--- src/rtl/stream_packetizer.sv ---
`default_nettype none
// ============================================================================
//  Module   : stream_packetizer
//  Brief    : AXI-Stream to AXI DMA S2MM packetizer. Tags TLAST on every
//             LENGTH-th beat and forwards through a 2-entry registered skid
//             buffer. AXI4-Lite registers: CTRL, LENGTH, STATUS, PKTCNT.
//             Optional macro STREAM_PACKETIZER_DRAIN_EN: while inactive the
//             upstream is drained and discarded beats are counted in DROPPED.
//  Revision : 1.0 - initial parametrised release
// ============================================================================
module stream_packetizer #(
  parameter int DATA_WIDTH  = 32,
  parameter int COUNT_WIDTH = 32
) (
  input  logic                  aclk,
  input  logic                  aresetn,
  input  logic [DATA_WIDTH-1:0] s_axis_tdata,
  input  logic                  s_axis_tvalid,
  output logic                  s_axis_tready,
  output logic [DATA_WIDTH-1:0] m_axis_tdata,
  output logic                  m_axis_tvalid,
  input  logic                  m_axis_tready,
  output logic                  m_axis_tlast,
  output logic                  last,
  input  logic [31:0]           s_axi_lite_awaddr,
  input  logic [2:0]            s_axi_lite_awprot,
  input  logic                  s_axi_lite_awvalid,
  output logic                  s_axi_lite_awready,
  input  logic [31:0]           s_axi_lite_wdata,
  input  logic [3:0]            s_axi_lite_wstrb,
  input  logic                  s_axi_lite_wvalid,
  output logic                  s_axi_lite_wready,
  output logic [1:0]            s_axi_lite_bresp,
  output logic                  s_axi_lite_bvalid,
  input  logic                  s_axi_lite_bready,
  input  logic [31:0]           s_axi_lite_araddr,
  input  logic [2:0]            s_axi_lite_arprot,
  input  logic                  s_axi_lite_arvalid,
  output logic                  s_axi_lite_arready,
  output logic [31:0]           s_axi_lite_rdata,
  output logic [1:0]            s_axi_lite_rresp,
  output logic                  s_axi_lite_rvalid,
  input  logic                  s_axi_lite_rready
);

  localparam logic [1:0] c_RESP_OKAY   = 2'b00;
  localparam logic [1:0] c_RESP_SLVERR = 2'b10;
  localparam logic [2:0] c_ADDR_CTRL   = 3'd0;
  localparam logic [2:0] c_ADDR_LENGTH = 3'd1;
  localparam logic [2:0] c_ADDR_STATUS = 3'd2;
  localparam logic [2:0] c_ADDR_PKTCNT = 3'd3;
  localparam logic [2:0] c_ADDR_DROP   = 3'd4;

  logic                   r_up;
  logic                   r_aw_held, r_w_held, r_bvalid, r_rvalid;
  logic [2:0]             r_aw_idx;
  logic [31:0]            r_wdata, r_rdata;
  logic [3:0]             r_wstrb;
  logic [1:0]             r_bresp, r_rresp;
  logic                   r_enable, r_oneshot, r_en_act;
  logic [COUNT_WIDTH-1:0] r_length, r_len_act, r_beat, r_pktcnt;
  logic                   r_v0, r_v1, r_l0, r_l1;
  logic [DATA_WIDTH-1:0]  r_d0, r_d1;

  logic                   w_en_eff, w_active, w_is_last, w_push, w_pop, w_idle_ready;
  logic [COUNT_WIDTH-1:0] w_len_eff, w_beat_inc;
  logic                   w_do_write, w_wr_ok, w_wr_ctrl, w_wr_len, w_clear, w_out_last;
  logic [31:0]            w_len32, w_rd_data;
  logic [1:0]             w_rd_resp;
  logic                   w_unused;

  // Shadow values: live registers at a packet boundary, latched copies mid-packet
  assign w_en_eff   = (r_beat == '0) ? r_enable : r_en_act;
  assign w_len_eff  = (r_beat == '0) ? r_length : r_len_act;
  assign w_active   = w_en_eff & (w_len_eff != '0);
  assign w_beat_inc = r_beat + 1'b1;
  assign w_is_last  = (w_beat_inc == w_len_eff);

`ifdef STREAM_PACKETIZER_DRAIN_EN
  assign w_idle_ready = 1'b1;
`else
  assign w_idle_ready = 1'b0;
`endif

  // Ready depends only on registers, so m_axis_tready never reaches upstream
  assign s_axis_tready = r_up & (w_active ? ~r_v1 : w_idle_ready);
  assign w_push        = s_axis_tvalid & s_axis_tready & w_active;
  assign w_pop         = r_v0 & m_axis_tready;
  assign m_axis_tvalid = r_v0;
  assign m_axis_tdata  = r_d0;
  assign m_axis_tlast  = r_l0;
  assign w_out_last    = r_v0 & m_axis_tready & r_l0;
  assign last          = w_out_last;

  assign s_axi_lite_awready = r_up & ~r_aw_held & ~r_bvalid;
  assign s_axi_lite_wready  = r_up & ~r_w_held & ~r_bvalid;
  assign s_axi_lite_bvalid  = r_bvalid;
  assign s_axi_lite_bresp   = r_bresp;
  assign s_axi_lite_arready = r_up & ~r_rvalid;
  assign s_axi_lite_rvalid  = r_rvalid;
  assign s_axi_lite_rdata   = r_rdata;
  assign s_axi_lite_rresp   = r_rresp;

  assign w_do_write = r_aw_held & r_w_held & ~r_bvalid;
  assign w_wr_ok    = (r_aw_idx == c_ADDR_CTRL) | (r_aw_idx == c_ADDR_LENGTH);
  assign w_wr_ctrl  = w_do_write & (r_aw_idx == c_ADDR_CTRL);
  assign w_wr_len   = w_do_write & (r_aw_idx == c_ADDR_LENGTH);
  assign w_clear    = w_wr_ctrl & r_wstrb[0] & r_wdata[2];

  assign w_unused = &{1'b0, s_axi_lite_awaddr[31:5], s_axi_lite_awaddr[1:0],
                      s_axi_lite_araddr[31:5], s_axi_lite_araddr[1:0],
                      s_axi_lite_awprot, s_axi_lite_arprot, w_len32};

  // LENGTH write value with per-byte strobes merged over the current value
  always_comb begin
    w_len32 = 32'h0;
    w_len32[COUNT_WIDTH-1:0] = r_length;
    for (int i = 0; i < 4; i++) begin
      if (r_wstrb[i]) w_len32[8*i +: 8] = r_wdata[8*i +: 8];
    end
  end

  // Bus interface comes alive one cycle after reset release
  always_ff @(posedge aclk or negedge aresetn) begin
    if (!aresetn) r_up <= 1'b0;
    else          r_up <= 1'b1;
  end

  // AXI4-Lite write: capture AW and W independently, respond once both held
  always_ff @(posedge aclk or negedge aresetn) begin
    if (!aresetn) begin
      r_aw_held <= 1'b0;
      r_w_held  <= 1'b0;
      r_aw_idx  <= 3'd0;
      r_wdata   <= 32'h0;
      r_wstrb   <= 4'h0;
      r_bvalid  <= 1'b0;
      r_bresp   <= c_RESP_OKAY;
    end else begin
      if (s_axi_lite_awvalid & s_axi_lite_awready) begin
        r_aw_held <= 1'b1;
        r_aw_idx  <= s_axi_lite_awaddr[4:2];
      end
      if (s_axi_lite_wvalid & s_axi_lite_wready) begin
        r_w_held <= 1'b1;
        r_wdata  <= s_axi_lite_wdata;
        r_wstrb  <= s_axi_lite_wstrb;
      end
      if (w_do_write) begin
        r_aw_held <= 1'b0;
        r_w_held  <= 1'b0;
        r_bvalid  <= 1'b1;
        r_bresp   <= w_wr_ok ? c_RESP_OKAY : c_RESP_SLVERR;
      end else if (r_bvalid & s_axi_lite_bready) begin
        r_bvalid <= 1'b0;
      end
    end
  end

  // CTRL and LENGTH; one-shot clear of ENABLE overrides a same-cycle write
  always_ff @(posedge aclk or negedge aresetn) begin
    if (!aresetn) begin
      r_enable  <= 1'b0;
      r_oneshot <= 1'b0;
      r_length  <= '0;
    end else begin
      if (w_wr_ctrl & r_wstrb[0]) begin
        r_enable  <= r_wdata[0];
        r_oneshot <= r_wdata[1];
      end
      if (w_push & w_is_last & r_oneshot) r_enable <= 1'b0;
      if (w_wr_len) r_length <= w_len32[COUNT_WIDTH-1:0];
    end
  end

  // Read data mux
  always_comb begin
    w_rd_data = 32'h0;
    w_rd_resp = c_RESP_OKAY;
    case (s_axi_lite_araddr[4:2])
      c_ADDR_CTRL:   w_rd_data[1:0] = {r_oneshot, r_enable};
      c_ADDR_LENGTH: w_rd_data[COUNT_WIDTH-1:0] = r_length;
      c_ADDR_STATUS: w_rd_data[COUNT_WIDTH-1:0] = r_beat;
      c_ADDR_PKTCNT: w_rd_data[COUNT_WIDTH-1:0] = r_pktcnt;
`ifdef STREAM_PACKETIZER_DRAIN_EN
      c_ADDR_DROP:   w_rd_data = r_dropped;
`endif
      default:       w_rd_resp = c_RESP_SLVERR;
    endcase
  end

  // AXI4-Lite read: single outstanding, registered response
  always_ff @(posedge aclk or negedge aresetn) begin
    if (!aresetn) begin
      r_rvalid <= 1'b0;
      r_rdata  <= 32'h0;
      r_rresp  <= c_RESP_OKAY;
    end else if (s_axi_lite_arvalid & s_axi_lite_arready) begin
      r_rvalid <= 1'b1;
      r_rdata  <= w_rd_data;
      r_rresp  <= w_rd_resp;
    end else if (r_rvalid & s_axi_lite_rready) begin
      r_rvalid <= 1'b0;
    end
  end

  // Beat counter and packet-boundary shadow registers
  always_ff @(posedge aclk or negedge aresetn) begin
    if (!aresetn) begin
      r_beat    <= '0;
      r_len_act <= '0;
      r_en_act  <= 1'b0;
    end else begin
      if (r_beat == '0) begin
        r_len_act <= r_length;
        r_en_act  <= r_enable;
      end
      if (w_push) r_beat <= w_is_last ? '0 : w_beat_inc;
    end
  end

  // Completed-packet counter, counted at the output handshake
  always_ff @(posedge aclk or negedge aresetn) begin
    if (!aresetn)        r_pktcnt <= '0;
    else if (w_clear)    r_pktcnt <= '0;
    else if (w_out_last) r_pktcnt <= r_pktcnt + 1'b1;
  end

`ifdef STREAM_PACKETIZER_DRAIN_EN
  logic [31:0] r_dropped;
  logic        w_drop;
  assign w_drop = s_axis_tvalid & s_axis_tready & ~w_active;

  // Saturating count of beats discarded while inactive
  always_ff @(posedge aclk or negedge aresetn) begin
    if (!aresetn)                            r_dropped <= 32'h0;
    else if (w_clear)                        r_dropped <= 32'h0;
    else if (w_drop && r_dropped != 32'hFFFF_FFFF) r_dropped <= r_dropped + 1'b1;
  end
`endif

  // Two-entry skid buffer; slot 0 drives the output, slot 1 absorbs a stall
  always_ff @(posedge aclk or negedge aresetn) begin
    if (!aresetn) begin
      r_v0 <= 1'b0;
      r_v1 <= 1'b0;
      r_d0 <= '0;
      r_d1 <= '0;
      r_l0 <= 1'b0;
      r_l1 <= 1'b0;
    end else if (w_pop) begin
      if (r_v1) begin
        r_d0 <= r_d1;
        r_l0 <= r_l1;
        r_v1 <= 1'b0;
      end else if (w_push) begin
        r_d0 <= s_axis_tdata;
        r_l0 <= w_is_last;
      end else begin
        r_v0 <= 1'b0;
      end
    end else if (w_push) begin
      if (!r_v0) begin
        r_v0 <= 1'b1;
        r_d0 <= s_axis_tdata;
        r_l0 <= w_is_last;
      end else begin
        r_v1 <= 1'b1;
        r_d1 <= s_axis_tdata;
        r_l1 <= w_is_last;
      end
    end
  end

endmodule
`default_nettype wire

--- config.mk ---
export PLATFORM = sky130hd
export DESIGN_NAME = stream_packetizer
export DESIGN_NICKNAME = d
export VERILOG_FILES = /design/src/rtl/stream_packetizer.sv
export SDC_FILE = /design/constraint.sdc
export NUM_CORES = 1
export LEC_CHECK = 0
export CAP_MARGIN = 40
export CORE_MARGIN = 2
export CORE_UTILIZATION = 35
export DETAILED_ROUTE_END_ITERATION = 12
export SYNTH_ARGS = -nofsm -noshare
export SYNTH_HDL_FRONTEND = slang
export SYNTH_SLANG_ARGS = --single-unit
--- constraint.sdc ---
create_clock -name aclk -period 4.1 [get_ports aclk]
set_clock_uncertainty 0.15 [all_clocks]
set_input_delay 0.615 -clock aclk [delete_from_list [all_inputs] [get_ports aclk]]
set_output_delay 0.615 -clock aclk [all_outputs]
set_load 0.02 [all_outputs]
[Yosys cells after proc, flatten, opt, wreduce, memory -nomap -nowiden]
Cells that the tools add are included.
Operators by class
  add/sub/neg operators: 2
  equality and inequality tests: 8
  muxes and demuxes: 37
  bitwise gates (word level): 31
  reduce and logical (&&, ||, !) cells: 22
Operators with widths (count)
  32-bit two-way mux: 9
  30-bit case mux with 3 select lines: 1
  32-bit by 1-bit adder with 32-bit output (second input constant): 2
  32-bit equality test: 1
  32-bit zero test: 1
  32-bit nonzero test: 1
  1-bit AND: 24
  1-bit two-way mux: 24
  2-bit nonzero test: 9
  2-bit AND reduction: 5
  3-bit AND reduction: 3
  2-bit case mux with 4 select lines: 1
  3-bit by 1-bit equality test with 1-bit output (second input constant): 2
  3-bit by 2-bit equality test with 1-bit output (second input constant): 2
  3-bit zero test: 2
  1-bit inverter: 6
  2-bit two-way mux: 2
  2-bit inequality test (second input constant): 2
  4-bit OR reduction: 1
  2-bit by 1-bit inequality test with 1-bit output (second input constant): 1
  1-bit OR: 1
Storage, ports and cells
  register bits: 279
  bits of input ports: 147
  output and inout bits: 77
  word-level logic and storage cells: 127

[Depth between registers and ports, before layout]
  depth after elaboration: 11
  gate-level depth with buffers: 20
  depth with buffers taken out: 14

[Worst setup path after synthesis]
Ideal clock, no wire load.
  kind: register to register
  start point: reg r_beat[0]
  end point: reg r_d0[24], in the netlist m_axis_tdata[24]
  setup time: 0.137 ns
  data arrival time: 3.544 ns
  required time: 3.813 ns
  slack: 0.269 ns
  stages on the path, launching flop included: 21
  path buffers: 6
  period minus slack after synthesis: 3.831 ns
  cell sequence: dfrtp_1 -> inv_1 -> ha_1 -> nor4b_1 -> nand4_1 -> nor2_4 -> buf_6 -> buf_2 -> o21ai_0 -> and2_1 -> nand2_1 -> nor2_1 -> inv_1 -> clkbuf_1 -> buf_1 -> ha_1 -> a211oi_1 -> clkbuf_1 -> clkbuf_1 -> nor2_1 -> a21oi_1
On the way
  longest elaborated chain between the ends: 10
  elaborated cells between the ends (all ways): 12
  classes of those cells: mux: 3; bitwise: 4; reduce/logical: 5
Ends and longest elaborated chain
  from (decl): line 61  | logic [COUNT_WIDTH-1:0] r_length, r_len_act, r_beat, r_pktcnt;
  from (signal assigned): line 218  | if (w_push) r_beat <= w_is_last ? '0 : w_beat_inc;
  32-bit zero test (*): line 73, 74
  32-bit two-way mux
  32-bit nonzero test: line 75  | assign w_active = w_en_eff & (w_len_eff != '0);
  1-bit AND (*): line 75
  1-bit two-way mux: line 86  | assign s_axis_tready = r_up & (w_active ? ~r_v1 : w_idle_ready);
  1-bit AND: line 86
  1-bit AND: line 87  | assign w_push = s_axis_tvalid & s_axis_tready & w_active;
  1-bit AND (*): line 87
  2-bit nonzero test (no source line)
  3-bit AND reduction (no source line) (*)
  to (signal assigned): line 253  | r_d0 <= r_d1;
  to (signal assigned): line 257  | r_d0 <= s_axis_tdata;
  to (signal assigned): line 265  | r_d0 <= s_axis_tdata;
  to (decl): line 63  | logic [DATA_WIDTH-1:0] r_d0, r_d1;
Mark *: on every way between the ends. The rest lies on a longest branch, timed or not.
A chain may end at the register's enable or synchronous reset.

[Worst setup path after layout]
  start point: reg r_beat[0]
  end point: reg r_beat[2]
On the way
  longest elaborated chain between the ends: 8
  elaborated cells between the ends (all ways): 12
  classes of those cells: add/sub: 1; eq/ne: 1; mux: 4; bitwise: 4; reduce/logical: 2
Ends and longest elaborated chain
  32-bit zero test (*): line 74  | assign w_len_eff = (r_beat == '0) ? r_length : r_len_act;
  32-bit two-way mux (*)
  via w_len_eff[27]: line 66  | logic [COUNT_WIDTH-1:0] w_len_eff, w_beat_inc;
  32-bit nonzero test: line 75
  1-bit AND: line 75
  1-bit two-way mux: line 86
  1-bit AND: line 86
  1-bit AND (2 in a row): line 87
The timed path passes the listed nets; every way through them passes the cells marked *.

==> summary.txt <==
port bufs: 157
Max Buffers Root-to-Sink: 3
VDD IR max: 0.405 mV
Post-synth EDFFs: 0
FF+latch count, synth: 277
clk root buf: clkbuf_16
ys async rst share: 1.00
top_reg_cell synth: dfrtp_1
Setup CP Type: flip-flop to flip-flop
max-cap viol count: 0
Crit. End Element: flip-flop
Cell Area, Synth: 0.0135 mm2
Setup WS post-layout: 0.158 ns
RSZ-0062 raised after global routing: false
first-pass GRT wire length: 59200 um
Seq. cell area: 0.00693 mm2
die area: 0.0403 mm2
Synthesis Warnings: 0
CP arrival: 4.25 ns
Slew @ Worst Pin: 0.988 ns
Worst-Skew Late Latency: 0.59 ns
Worst path slowest cell: mux2_2
commonest non-fill, non-tap cell in the layout: dfrtp_1
Inserted Diodes: 0
max incr delay on CP: 0.41 ns
PwrDens: 525 mW/mm2
Setup Viol. Count Final: 0
CORE AREA: 0.0384 mm2
final WL: 37000 um
Worst Path Required: 4.41 ns
final worst path period need: 3.94 ns
Max FO, Critical Path: 5
Multi-input gate area: 0.00619 mm2
Fmax: 254 MHz
Die Span X: 201 um
Starting Density: 0.353
CTS tree: done
Avg WL per Cell: 18.9 um
Fillers: 3641
global-route usage over all layers: 0.184
class of the worst hold path: input pin to async pin
Worst slew margin: 0.341
outcome: finished clean
largest net degree at the start of global routing: 126
Layout Utilization: 0.450
setup TNS: 0 ns
DR vias: 10200
Cell Rows: 72
post-route clock period utilization: 0.961
commonest cells after routing, fill and taps aside: dfrtp_1 (277), mux2_2 (162), clkdlybuf4s50_1 (156), nand2_1 (109), nor2_1 (88)
die height: 201 um
vias in the first global route: 10200
fin nets: 1568
grt ovf: 0
Lkg Pwr: 7.70 nW
final-report max-slew violation count: 0
Seq/Total Area, Yosys: 0.512
DP HPWL: 27100 um
Vias/cell: 5.19
share of cells above drive strength 1: 0.218
Avg Inst Size Synth: 11.0 um2
worst path cell trace: inv_1 -> ha_1 -> nor4b_4 -> nand4_1 -> nor2_4 -> mux2_2 -> or3_1 -> a2111oi_2 -> nand4bb_1 -> nor4_4 -> buf_4 -> buf_6 -> nor4b_1 -> a211o_1
Top Ports: 224
initial antenna violation count: 0
DRC Markers: 0
CTS buffer count: 31
Syn Inst Count: 1233
CTS clk-pin slew, worst paths: 0.06 ns
Final Hold Fails: 0
Startpoint Class: flip-flop
# clock sinks: 277
Distinct cells, synth: 64
Antenna Nets Post-Route: 0
Clock H-tree levels: 1
Pre-antenna DRT Iters: 5
Placed Instances: 1896
fin cells: 1960
GPL Wtd Cong: 0.868
worst slack, placed: -0.0840 ns
area delta synth->final: 27.5%
First DRT Iteration DRCs: 608
where the power goes:
group | switching (mW) | internal, mW
Clock | 1.17 | 1.89
Combinational | 1.01 | 1.07
Sequential | 0.573 | 3.35
Total | 2.75 | 6.31
routing by layer:
metal  GRT usage  wire, um
met5           0         0
met4      0.0418       760
met3      0.0411      2640
met2       0.292     17000
met1       0.259     16600
path summary, 6_finish.rpt:
| path | start | end | slack [ns] | cells past startpoint |
|---|---|---|---|---|
| min reg2reg | s_axi_lite_rdata[10] | s_axi_lite_rdata[10] | 0.33 | 2 |
| max | r_beat[0] | r_beat[2] | 0.16 | 14 |
| min in group aclk | s_axi_lite_rdata[10] | s_axi_lite_rdata[10] | 0.33 | 2 |
| max reg2reg | r_beat[0] | r_beat[2] | 0.16 | 14 |
| min | aresetn | r_wdata[9] | 0.004 | 1 |
| max in group asynchronous | aresetn | r_d1[12] | 2.92 | 2 |
state kept, by name (all words and copies together), names as in the netlist, 3 cells and up:
signal / flops
r_len_act: 32
r_d1: 32
r_wdata: 32
s_axi_lite_rdata: 32
r_aw_idx: 3
r_wstrb: 4
r_length: 32
m_axis_tdata: 32
r_beat: 32
r_pktcnt: 32
cell usage after synthesis, types with 27 or more instances:
| cell | n | area share |
|---|---|---|
| mux2i_1 | 35 | 0.026 |
| mux2_2 | 162 | 0.13 |
| nand3_1 | 35 | 0.013 |
| xor2_1 | 30 | 0.019 |
| dfrtp_1 | 277 | 0.51 |
| xnor2_1 | 43 | 0.028 |
| clkbuf_1 | 55 | 0.015 |
| nor4_1 | 27 | 0.012 |
| o21ai_0 | 57 | 0.021 |
| a22oi_1 | 30 | 0.017 |
| a21oi_1 | 61 | 0.023 |
| nand2_1 | 109 | 0.030 |
| nor2_1 | 88 | 0.024 |
logic make-up after synthesis:
group                    share of synthesized area
other                                     0.000555
buffers and inverters                       0.0341
AO/OA/AOI/OAI                               0.0914
AND/OR/NAND/NOR                              0.140
XOR/XNOR                                    0.0541
multiplexers                                 0.164
adder cells (fa/ha/maj)                    0.00370
flip-flops                                   0.512
metrics by stage:
stage | hold WS (ns) | area [um2] | power [mW]
final | 0.00447 | 17300 | 9.06
after global routing | 0.0528 | 17300 | 9.51
after CTS | 0.0456 | 17200 | 9.15
after detailed placement | 0.320 | 16000 | 6.05
after global placement | 0.316 | 16000 | 5.98
after floorplan | 0.169 | 13500 | 4.93
critical path: cells and delay by family, from the launching register on:
family | cells | cell delay (ns)
AOI/OAI and AO/OA | 2 | 0.65
adders and majority gates | 1 | 0.21
buffers and inverters | 3 | 0.38
DFF | 1 | 0.38
muxes | 1 | 0.41
and+or+nand+nor | 7 | 1.64
timing repair:
| item | in CTS | in global routing |
|---|---|---|
| gates resized for setup | 1 | 4 |
| setup endpoints to repair | 18 | 18 |
| hold buffers | 0 | 0 |
| gates cloned | 0 | 1 |
| setup buffers | 0 | 5 |
| pin swaps | 0 | 6 |
| endpoints found under the hold margin | 0 | 0 |
final cells by class:
type,count,area share
clock buffer,41,0.0512
multi-input combinational,856,0.359
clock inverter,17,0.0149
inverter,18,0.00391
timing repair buffer,233,0.132
sequential,277,0.402
tap,518,0.0375
(Power assumes the default switching activity.)
==> patch 1 (same flow settings) <==
The parameter `COUNT_WIDTH` goes from 32 to 16.
--- a/src/rtl/stream_packetizer.sv
+++ b/src/rtl/stream_packetizer.sv
@@ -11,5 +11,5 @@
 module stream_packetizer #(
   parameter int DATA_WIDTH  = 32,
-  parameter int COUNT_WIDTH = 32
+  parameter int COUNT_WIDTH = 16
 ) (
   input  logic                  aclk,
Formal check against the unedited RTL: not equivalent (Yosys sat finds a counterexample within 10 cycles, from zero or initial values and one cycle with aresetn low).
==> patch 1 against the unedited design <==
- combinational power up 23%
- fmax up 1.3%
- total power down 21%
- wire length down 44%
- register-to-register slack better by 0.09 ns
- core utilization down 0.23 points
- final area down 37%
- worst setup slack better by 0.050 ns
- area after synthesis down 37%
- sequential cell count down 98
- critical path type is now reg2out
- clock power down 45%
==> patch 1: results (changes against the unedited design) <==
- Cell leakage power: 0.004910 uW (was 0.007699 uW)
- Drt wl/cell: 16.85 microns (was 18.89 microns)
- Internal power of the cells: 4637 uW (was 6311 uW)
- Register Area: 4479 sq um (was 6932 sq um)
- Multi-input combinational cell count: 532 (was 856)
- Number of iterations in the first detailed-routing pass: 4 (was 5)
- Result of the run: complete, no violations (unchanged)
- Global-route wire length before repair: 33730 microns (was 59170 microns)
- Gate count after technology mapping: 771 (was 1233)
- Non-clock inverter total of the final layout: 19 (was 18)
- Data arrival time of the worst path: 3.13 ns (was 4.25 ns)
- Final #Nets: 1045 (was 1568)
- Seq/Total Area, Yosys: 0.5222 (was 0.5119)
- Maximum fanout along the worst path: 6 (was 5)
- Detailed placement HPWL: 14850 microns (was 27060 microns)
- Vias per Instance: 4.938 (was 5.191)
- Clock network area share: 0.05516 (was 0.06611)
- Number of signal-net buffers in the layout: 145 (was 233)
- 1st-iter DRT viols: 454 (was 608)
- Maximum clock insertion buffer count: 2 (was 3)
- H-tree levels: 4 (was 1)
- Pin count of the biggest net entering global routing: 88 (was 126)
- Normalized max-slew margin: 0.4920 (was 0.3411)
- Port Buf Inserts: 123 (was 157)
- Final Cycle Share: 0.9491 (was 0.9614)
- Cell variety after synth: 54 (was 64)
- Min-Delay Path Class: reg2reg (was in2async)
- Seq cells: 179 (was 277)
- Number of inserted filler cells in the final layout: 2290 (was 3641)
## patch 1: power by group through the flow
stage               logic [uW]  registers [uW]  clock network (uW)
floorplan                 1480            2970                   0
global placement          2510            2900                   0
detailed placement        2560            2910                   0
CTS                       2570            2890                1740
global route              2790            2980                1800
finish                    2550            2890                1680
## patch 1: metal layers
layer | global-route usage | vias to the layer above | part of all wire
met5 | 0 | - | 0
met2 | 0.2510 | 138 | 0.45
met3 | 0.06224 | 14 | 0.073
met4 | 0.03645 | 0 | 0.0083
met1 | 0.2274 | 2986 | 0.47
li1 | - | 2931 | -
## patch 1: kinds of logic (layout without fill, tap and decap cells)
logic type / after synthesis / in the layout / share of synthesized area
and+or+nand+nor: 221 / 221 / 0.1317
DFF: 179 / 179 / 0.5222
muxes: 138 / 138 / 0.1793
AOI/OAI and AO/OA: 114 / 114 / 0.07834
buffers and inverters: 77 / 194 / 0.04493
xor gates and xnor gates: 36 / 36 / 0.03676
adders and majority gates: 4 / 4 / 0.005835
other: 2 / 19 / 0.0008756
## patch 1: path summary, 6_finish.rpt
check / endpoint / start / slack [ns] / depth (start not counted)
min in group asynchronous: m_axis_tdata[7]$_DFFE_PN0P_ / aresetn / 0.39 / 2
hold / removal: s_axi_lite_rdata[15]$_DFFE_PN0P_ / s_axi_lite_rdata[15]$_DFFE_PN0P_ / 0.33 / 2
hold reg to reg: s_axi_lite_rdata[15]$_DFFE_PN0P_ / s_axi_lite_rdata[15]$_DFFE_PN0P_ / 0.33 / 2
max in group asynchronous: r_d1[28]$_DFFE_PN0P_ / aresetn / 2.44 / 4
setup reg to reg: m_axis_tdata[5]$_DFFE_PN0P_ / r_beat[0]$_DFFE_PN0P_ / 0.25 / 13
setup / recovery: s_axis_tready / r_beat[0]$_DFFE_PN0P_ / 0.21 / 7
## patch 1: worst max-delay path: stages (launching register included)
cell	delay, ns
sky130_fd_sc_hd__dfrtp_1	0.43
sky130_fd_sc_hd__inv_1	0.11
sky130_fd_sc_hd__ha_1	0.15
sky130_fd_sc_hd__nor3b_1	0.43
sky130_fd_sc_hd__and4_1	0.44
sky130_fd_sc_hd__nand3_1	0.17
sky130_fd_sc_hd__a211oi_1	0.28
sky130_fd_sc_hd__clkdlybuf4s50_1	0.70
## patch 1: through the flow
step | power (uW) | utilization | worst slack (ns) | instance area [sq um]
floorplan | 4451 | - | 0.6323 | 8641
global placement | 5403 | 0.4192 | 0.3965 | 10130
detailed placement | 5471 | 0.4224 | 0.2988 | 10210
CTS | 7195 | 0.4475 | 0.2306 | 10820
global route | 7570 | 0.4475 | 0.03808 | 10820
finish | 7125 | 0.4475 | 0.2086 | 10820
## patch 1: repair_timing
action	4_1_cts	5_1_grt
resized for setup	0	0
hold buffers	1	0
hold endpoints to repair	7	0
==> patch 2 (config.mk and constraints unchanged) <==
Without the edit above. Build with the macro `STREAM_PACKETIZER_DRAIN_EN` defined.
--- a/src/rtl/stream_packetizer.sv
+++ b/src/rtl/stream_packetizer.sv
@@ -9,4 +9,6 @@
 //  Revision : 1.0 - initial parametrised release
 // ============================================================================
+`define STREAM_PACKETIZER_DRAIN_EN
+
 module stream_packetizer #(
   parameter int DATA_WIDTH  = 32,
Formal check against the unedited RTL: not equivalent (a bounded check fails within 4 cycles, from zero or initial values and one cycle with aresetn low).
==> patch 2 against the unedited design <==
- sequential cell count grew 32
- count of clock-buffer cells in the layout grew 15
- total power grew 6.3%
- worst setup slack gained 0.015 ns
- area after synthesis grew 11%
- wire length grew 20%
- combinational power shrank 4%
- final area grew 8.2%
- critical endpoint is now m_axis_tlast$_DFFE_PN0P_
- largest cell class unchanged
==> patch 2: results (changes against the unedited design) <==
- Data arrival time of the worst path: 4.24 ns (was 4.25 ns)
- Detailed placement HPWL: 31960 microns (was 27060 microns)
- Non-clock buffer contribution to total cell area: 0.1184 (was 0.1321)
- Global-route wire length before repair: 69300 microns (was 59170 microns)
- Antenna violations before repair: 1 (was 0)
- Peak per-stage delay on the critical path: 0.61 ns (was 0.41 ns)
- Total track usage: 0.2028 (was 0.1844)
- Grt met1 use: 0.2859 (was 0.2590)
- Number of antenna cells inserted: 1 (was 0)
- Clock network area share: 0.06261 (was 0.06611)
- Final routed wirelength across all metal layers: 44500 microns (was 37020 microns)
- Standard-cell row count: 75 (was 72)
- Hold slack final: 0.3295 ns (was 0.004473 ns)
- Total placed instance area: 17470 sq um (was 16020 sq um)
- Final #Nets: 1754 (was 1568)
- Clock insertion delay at the later pin of the skew report: 0.55 ns (was 0.59 ns)
- Seq/Total Area, Yosys: 0.5167 (was 0.5119)
- Result of the run: complete, no violations (unchanged)
- Net Sw Power: 3021 uW (was 2748 uW)
- Final design instance area without fill: 18690 sq um (was 17260 sq um)
- Maximum clock rate: 254.7 MHz (was 253.7 MHz)
- Clock buffer count: 56 (was 41)
- Number of buffers added by the clock tree synthesis step: 36 (was 31)
- Non-clock inverter total of the final layout: 22 (was 18)
- Register Area: 7732 sq um (was 6932 sq um)
- Share of total power consumed by net switching: 0.3136 (was 0.3034)
- 1st-iter DRT viols: 926 (was 608)
- Leading post-synthesis cells by cell area: sky130_fd_sc_hd__dfrtp_1 52%, sky130_fd_sc_hd__mux2_2 9.3%, sky130_fd_sc_hd__o21ai_0 3.2%, sky130_fd_sc_hd__nand2_1 2.8%, sky130_fd_sc_hd__nor2_1 2.7% (was sky130_fd_sc_hd__dfrtp_1 51%, sky130_fd_sc_hd__mux2_2 13%, sky130_fd_sc_hd__nand2_1 3.0%, sky130_fd_sc_hd__xnor2_1 2.8%, sky130_fd_sc_hd__mux2i_1 2.6%)
- Cell variety after synth: 66 (was 64)
- VDD IR-drop max: 365.1 uV (was 405.0 uV)
- Met2 routed WL: 19720 microns (was 17010 microns)
- Fraction of final layout cells with drive strength greater than 1: 0.1715 (was 0.2178)
- Normalized max-slew margin: 0.4401 (was 0.3411)
- Routing usage on met2: 0.3047 (was 0.2917)
- Multi-input combinational cell count: 1000 (was 856)
-- patch 2: cell types whose count changed after synthesis, sizes merged, moves of 14 or more --
cell,before,now
nand3,35,57
a221oi,0,30
a22o,2,30
mux2,162,124
nor2,89,109
dfrtp,277,309
o22ai,0,24
xor2,30,44
a22oi,30,1
and3,12,28
a21o,23,3
o21ai,58,96
-- patch 2: cells by family (layout without fill, tap and decap cells) --
logic type,count (synthesis),count (layout),share of synthesized area
xor gates and xnor gates,89,89,0.05485
adders and majority gates,5,5,0.004181
other,2,4,0.0005019
AOI/OAI and AO/OA,275,275,0.1168
muxes,160,160,0.1176
and+or+nand+nor,468,468,0.1573
buffers and inverters,109,318,0.03202
DFF,309,309,0.5167
-- patch 2: what timing repair did --
item	in CTS	in global routing
pin swaps	0	4
cloned	0	0
buffers inserted	0	1
setup endpoints to repair	10	33
resized for setup	1	4
hold buffers	1	0
endpoints found under the hold margin	4	0
